File: src/rtl/booth_digit_decoder.sv
// Rebuilds an N-bit two's-complement value from LSB-first radix-2 Booth digits.
// Result is valid one cycle after the last digit and is held until result_ack.
module booth_digit_decoder #(
  parameter int N = 8
) (
  input  logic         clk,
  input  logic         rst,
  input  logic         start,
  input  logic         digit_valid,
  input  logic [1:0]   digit,
  output logic         digit_ready,
  output logic [N-1:0] result,
  output logic         result_valid,
  input  logic         result_ack,
  output logic         error,
  output logic         busy
);

  localparam int IW = (N > 1) ? $clog2(N) : 1;

  localparam logic [1:0] S_IDLE    = 2'd0;
  localparam logic [1:0] S_COLLECT = 2'd1;
  localparam logic [1:0] S_DONE    = 2'd2;

  logic [1:0]    state_q, state_d;
  logic [N-1:0]  acc_q, acc_d;
  logic [IW-1:0] idx_q, idx_d;
  logic          error_q, error_d;
  logic [N-1:0]  weight;
  logic          last_digit;

  always_comb begin
    state_d    = state_q;
    acc_d      = acc_q;
    idx_d      = idx_q;
    error_d    = error_q;
    weight     = N'(1) << idx_q;
    last_digit = (idx_q == IW'(N - 1));

    case (state_q)
      S_IDLE: begin
        if (start) begin
          state_d = S_COLLECT;
          acc_d   = '0;
          idx_d   = '0;
          error_d = 1'b0;
        end
      end
      S_COLLECT: begin
        if (digit_valid) begin
          // Arithmetic wraps at N bits, so the most negative value still comes out exact.
          case (digit)
            2'b01:   acc_d = acc_q + weight;
            2'b11:   acc_d = acc_q - weight;
            2'b10:   error_d = 1'b1;
            default: acc_d = acc_q;
          endcase
          idx_d = idx_q + IW'(1);
          if (last_digit) begin
            state_d = S_DONE;
            idx_d   = '0;
          end
        end
      end
      S_DONE: begin
        if (result_ack) begin
          state_d = S_IDLE;
        end
      end
      default: state_d = S_IDLE;
    endcase
  end

  always_ff @(posedge clk) begin
    if (rst) begin
      state_q <= S_IDLE;
      acc_q   <= '0;
      idx_q   <= '0;
      error_q <= 1'b0;
    end else begin
      state_q <= state_d;
      acc_q   <= acc_d;
      idx_q   <= idx_d;
      error_q <= error_d;
    end
  end

  assign digit_ready  = (state_q == S_COLLECT);
  assign result_valid = (state_q == S_DONE);
  assign busy         = (state_q != S_IDLE);
  assign result       = acc_q;
  assign error        = error_q;

endmodule

File: config.mk
export PLATFORM = sky130hd
export DESIGN_NAME = booth_digit_decoder
export DESIGN_NICKNAME = d
export VERILOG_FILES = /design/src/rtl/booth_digit_decoder.sv
export SDC_FILE = /design/constraint.sdc
export NUM_CORES = 1
export LEC_CHECK = 0
export ABC_AREA = 1
export CORE_MARGIN = 2
export CORE_UTILIZATION = 48
export DETAILED_ROUTE_END_ITERATION = 16
export PLACE_DENSITY_LB_ADDON = 0.15
export SLEW_MARGIN = 20
export SYNTH_ARGS = -nofsm -noshare
export SYNTH_HDL_FRONTEND = slang
export SYNTH_SLANG_ARGS = --single-unit
File: constraint.sdc
create_clock -name clk -period 2 [get_ports clk]
set_input_delay 0.5 -clock clk [delete_from_list [all_inputs] [get_ports clk]]
set_output_delay 0.5 -clock clk [all_outputs]
set_load 0.01 [all_outputs]
======== After elaboration in Yosys (flattened, before gate mapping) ========
Index checks and enable logic that the tools add are counted.
word-level totals
  memories ................................ 0
  bits in writable memories ............... 0
  register bits after elaboration ......... 14
  logic and storage cells ................. 44
  bits in latches ......................... 0
  bits in read-only memories .............. 0
  input bits .............................. 7
cells by class
  bitwise gates (word level) .............. 0
  shift-type cells ........................ 1
  eq/ne operators ......................... 12
  divide/modulo/power cells ............... 0
  muxes and demuxes ....................... 17
  reduce and logical (&&, ||, !) cells .... 7
  add/subtract/negate cells ............... 3
  multiply operators ...................... 0
  $lt $le $gt $ge ......................... 0
operators with widths
  cell                                                   number
  one-hot mux 8 bit (2 select lines)                     2
  2-to-1 mux 8 bit                                       2
  AND reduction 4 bit                                    3
  2-to-1 mux 3 bit                                       3
  adder 8 bit                                            1
  2-to-1 mux 2 bit                                       4
  left shift 1 x 3 -> 8 bit, first input constant        1
  subtractor 8 bit                                       1
  == test 2 bit, second input constant                   3
  inequality test 2 x 1 -> 1 bit, second input constant  3
  one-hot mux 2 bit (3 select lines)                     1
  one-hot mux 3 bit (2 select lines)                     1
  == test 2 x 1 -> 1 bit, second input constant          2
  inequality test 2 bit, second input constant           2
  nonzero test 2 bit                                     2
  adder 3 x 1 -> 3 bit, second input constant            1
  == test 3 bit, second input constant                   1
  2-to-1 mux 1 bit                                       3
  inequality test 3 x 1 -> 1 bit, second input constant  1
  AND reduction 3 bit                                    1
  logical NOT 2 bit                                      1
  one-hot mux 1 bit (2 select lines)                     1

======== Longest topological paths before layout ========
  word-level depth ........................ 5
  mapped depth ............................ 17
  gate-level depth less buffers ........... 17

======== Least setup slack after synthesis ========
OpenSTA, ideal clock, no wires.
  path kind ............................... register -> register
  from .................................... reg idx_q[0]
  to ...................................... reg acc_q[7], in the netlist result[7]
  stages on the path, launching flop included .. 16
  arrival time ............................ 2096 ps
  period minus slack after synthesis ...... 2227 ps
  slack ................................... -227 ps
  cell sequence ........................... dfxtp_1 -> inv_1 -> ha_1 -> nand2_4 -> nand2_4 -> nor3_1 -> a31oi_1 -> xnor2_1 -> inv_1 -> ha_1 -> nand2_1 -> o21a_1 -> nand2_1 -> nand3_1 -> nand3_1 -> a21oi_2
between the ends
  longest elaborated chain between the ends .. 5
  elaborated cells between the ends (all ways) .. 6
  those cells by class .................... 2 x add/sub; 1 x shift; 3 x mux
RTL lines
  what                                                    line    RTL
  from (decl)                                             27      logic [IW-1:0] idx_q, idx_d;
  from (signal assigned)                                  83      idx_q <= idx_d;
  left shift 1 x 3 -> 8 bit *                             37      weight = N'(1) << idx_q;
  subtractor 8 bit / adder 8 bit (equally long branches)  54, 53
  one-hot mux 8 bit (2 select lines) *                    52      case (digit)
  2-to-1 mux 8 bit *                                      50      if (digit_valid) begin
  one-hot mux 8 bit (2 select lines) *                    40      case (state_q)
  to (signal assigned)                                    77      acc_q <= '0;
  to (signal assigned)                                    82      acc_q <= acc_d;
  to (decl)                                               26      logic [N-1:0] acc_q, acc_d;
Every way passes the cells marked *; elsewhere a longest branch is shown, timed or not. The select of a mux whose other input is x is not followed.
A chain may end at the register's enable or synchronous reset.

======== Worst setup path in the final report ========
Same ends and word-level chain as after synthesis.

==> results.txt <==
The flow ran to the end, but the final reports show violations. The checks that failed: negative setup slack. Summed over all cells, the static leakage comes to 0.000816 uW. For the worst setup path, the data required time is 2.16 ns. STA classifies the critical path startpoint as a flop.

Row generation in the floorplan step produced 18 rows. The number of antenna-violating nets in the routed design is 0. In this run the number of H-tree levels came out at 1. The count of final max-slew check failures is 0.

The synthesized instance count came out at 170. The area growth from synthesis to layout is 53.8%. TritonCTS built the clock tree. The number of synthesized register bits came out at 14. After clock tree synthesis, the clock-pin slew on the worst setup and hold paths is 0.10 ns. At the pin with the least slew margin, the transition time is roughly 0.66 ns.

The worst clock skew is about 0.0023 ns. The worst-path maximum fanout is 5. The number of buffer cells added on primary ports came out at 18. In this run the tightest slew margin relative to its limit is 55.6%.

Across all hold checks on the routed design, the worst slack comes to 0.493 ns. The register-to-register setup slack came out at -0.32 ns. The area of the mapped netlist came out at 1210 um^2. The data arrival at the endpoint of the critical path came out at 2.48 ns. In this run the worst hold path is classified as flop to flop. The final weighted congestion in routability-driven placement came out at approximately 0.85. The time the worst path needs with I/O delays and setup came out at about 2.3 ns. For this run the aggregate overflow at the end of global routing stands at 0. The share of the clock period used by the worst path after layout came out at 116%. The number of hold violations in the final report came out at 0.

The count of boundary I/O pins came out at 19. The maximum VDD drop came out at 0.422 mV. For this run, design rule violations remaining after detail routing come to 0.

The detailed router placed 1301 vias in this run. Setup slack on the critical path of the routed design comes to -0.318 ns. The final antenna diode count is 0. The maximum clock frequency came out at 431 MHz. The final wirelength is 3510 um. At the end of the flow the core is filled with cells to 76.6%. The worst setup path is of the flop to flop kind. The number of clock buffers inserted by TritonCTS came out at 3. The estimated wirelength of the detail-placed design came out at 2450 um. The first-pass iteration count of the detailed router came out at 4. Setup repair after global routing could not meet its margin everywhere. The number of sinks driven by the clock tree came out at 14. The ratio of cells with drive above 1 in the final layout came out at about two fifths. STA classifies the critical path endpoint as a flop. The first global-routing pass estimated 5220 um of wire. The net count reported at finish came out at ~240. The routed wirelength normalized by instance count is approximately 14 um. The maximum buffer depth of the clock tree came out at 2. The width of the die is 54.3 um. The final number of setup-violating endpoints is 5. The areal power density over the cells came out at about 480 nW/um^2. Entering global routing, the biggest net connects 15 pins.

The count of flip-flops with a built-in enable after synthesis is 0. The average cell area after synthesis came out at 7.13 um^2. The violation count after the first detailed-route iteration came out at 17.

The core region is around 2400 um^2. The die is 54.3 um tall. The count of max-cap constraint violations is 0. The clock tree root buffer cell is sky130_fd_sc_hd__clkbuf_4. The net count after synthesis is ~190. Among all flip-flop cells after synthesis, the most frequent one is sky130_fd_sc_hd__dfxtp_1. The number of global-route vias before repair is 1254.

The starting density of the core is 49.8%. The via density per instance came out at 5.31. The async set-reset flop share out of synthesis is 0%.

The number of synthesis warnings came out at 0. The distinct cell type count after synthesis came out at 34. For the worst-skew pair, the clock arrives at the later sink with an insertion delay of 0.29 ns.

The filler cells instantiated in the layout total 167. The overall die area came out at 2940 um^2. The overall fraction of global-route tracks in use came out at 23.9%. The initial antenna violation count is 0. The number of hold buffers added after CTS was 0. After synthesis, flip-flops and latches occupy between 20% and 30% of the total area.
## worst paths after layout
check	from	endpoint	cells past startpoint
max reg2reg	idx_q[0]$_SDFFE_PP0P_	result[7]$_SDFFE_PP0P_	15
min	result[0]$_SDFFE_PP0P_	result[0]$_SDFFE_PP0P_	2
min reg2reg	result[0]$_SDFFE_PP0P_	result[0]$_SDFFE_PP0P_	2
max	idx_q[0]$_SDFFE_PP0P_	result[7]$_SDFFE_PP0P_	15
## placed cells by master (no fill, tap or decap), types with 2 or more instances in the layout
cell type                         count
sky130_fd_sc_hd__dlymetal6s2s_1       2
sky130_fd_sc_hd__buf_4               21
sky130_fd_sc_hd__nand2_2              6
sky130_fd_sc_hd__clkbuf_4             3
sky130_fd_sc_hd__a211oi_1             3
sky130_fd_sc_hd__a21oi_1              9
sky130_fd_sc_hd__inv_1               18
sky130_fd_sc_hd__nand3_1              7
sky130_fd_sc_hd__ha_1                 7
sky130_fd_sc_hd__inv_2               11
sky130_fd_sc_hd__o21ai_2              3
sky130_fd_sc_hd__nor2_1               8
sky130_fd_sc_hd__o21ai_1              2
sky130_fd_sc_hd__a21oi_2              5
sky130_fd_sc_hd__buf_6                3
sky130_fd_sc_hd__nand3_2              2
sky130_fd_sc_hd__dfxtp_4              2
sky130_fd_sc_hd__nand2_4              3
sky130_fd_sc_hd__dfxtp_1             10
sky130_fd_sc_hd__xnor2_2              2
sky130_fd_sc_hd__nand2_1             32
sky130_fd_sc_hd__a31oi_1              2
sky130_fd_sc_hd__ha_4                 7
sky130_fd_sc_hd__xnor2_1              2
sky130_fd_sc_hd__nor2_4               4
sky130_fd_sc_hd__clkdlybuf4s50_1     16
sky130_fd_sc_hd__xor2_1               4
sky130_fd_sc_hd__dfxtp_2              2
## per-stage QoR
stage	setup WS (ns)	std cells	instance area [um^2]	TNS [ns]	power (uW)
after CTS	-0.265	241	1750	-1.24	848
after global routing	-0.456	245	1860	-1.86	931
after floorplan	-0.123	170	1290	-0.178	494
after detailed placement	-0.623	236	1650	-3.53	606
final	-0.318	245	1860	-1.31	889
after global placement	-0.544	236	1650	-3.12	596
## flip-flops by register name, summed over array words and instances (netlist names)
| name | count |
|---|---|
| error | 1 |
| idx_q | 3 |
| result | 8 |
| state_q | 2 |
## cell usage after synthesis (4+ instances only)
master | number | area (um^2)
sky130_fd_sc_hd__nand2_1 | 38 | 143
sky130_fd_sc_hd__inv_1 | 24 | 90.1
sky130_fd_sc_hd__dfxtp_1 | 14 | 280
sky130_fd_sc_hd__ha_1 | 14 | 175
sky130_fd_sc_hd__a21oi_1 | 13 | 65.1
sky130_fd_sc_hd__nand3_1 | 9 | 45.0
sky130_fd_sc_hd__nor2_1 | 9 | 33.8
sky130_fd_sc_hd__inv_2 | 7 | 26.3
sky130_fd_sc_hd__xnor2_1 | 4 | 35.0
sky130_fd_sc_hd__xor2_1 | 4 | 35.0
## critical path, stage by stage (launching register included)
cell,delay [ns]
sky130_fd_sc_hd__dfxtp_4,0.38
sky130_fd_sc_hd__buf_6,0.12
sky130_fd_sc_hd__ha_4,0.16
sky130_fd_sc_hd__nand2_4,0.08
sky130_fd_sc_hd__nand2_8,0.07
sky130_fd_sc_hd__nor3_4,0.15
sky130_fd_sc_hd__nor2_1,0.07
sky130_fd_sc_hd__xor2_1,0.14
sky130_fd_sc_hd__ha_1,0.36
sky130_fd_sc_hd__a21oi_2,0.18
sky130_fd_sc_hd__o21a_1,0.14
sky130_fd_sc_hd__nand2_1,0.07
sky130_fd_sc_hd__inv_1,0.06
sky130_fd_sc_hd__nand2_1,0.06
sky130_fd_sc_hd__nand3_1,0.09
sky130_fd_sc_hd__a21oi_2,0.05
## kinds of logic after synthesis
logic type | Yosys count | share of synthesized area, %
fa+ha+maj | 15 | 16.1
flops | 14 | 23.1
xor+xnor | 8 | 5.78
compound gates | 30 | 15.2
mux | 1 | 0.826
buf+inv | 32 | 9.91
simple gates | 70 | 29.1
## layout make-up
class	count	area, um^2	share of cell area (%)
clock buffers	4	36.3	1.95
well taps	30	37.5	2.01
inverters	31	124	6.64
repair buffers	42	377	20.2
flip-flops and latches	14	290	15.6
multi-input cells	124	1000	53.6
## where the power goes
group	internal (uW)	switching, uW	leakage [uW]
combinational	182	188	0.000679
sequential	287	11.8	0.000116
clock	111	109	0.0000210
total	580	309	0.000816
## layer usage
layer	global-route usage, %	wire length, um	vias up
met2	49.2	1960	38
met5	0	0	-
met4	5.00	72	0
met3	3.01	97	10
li1	-	-	637
met1	25.2	1380	616
## repair_timing
action,in CTS,in global routing
buffers inserted,1,4
gates resized for setup,10,25
setup endpoints to repair,6,8
pin swaps,5,19
Power figures use the tool's default switching activity.
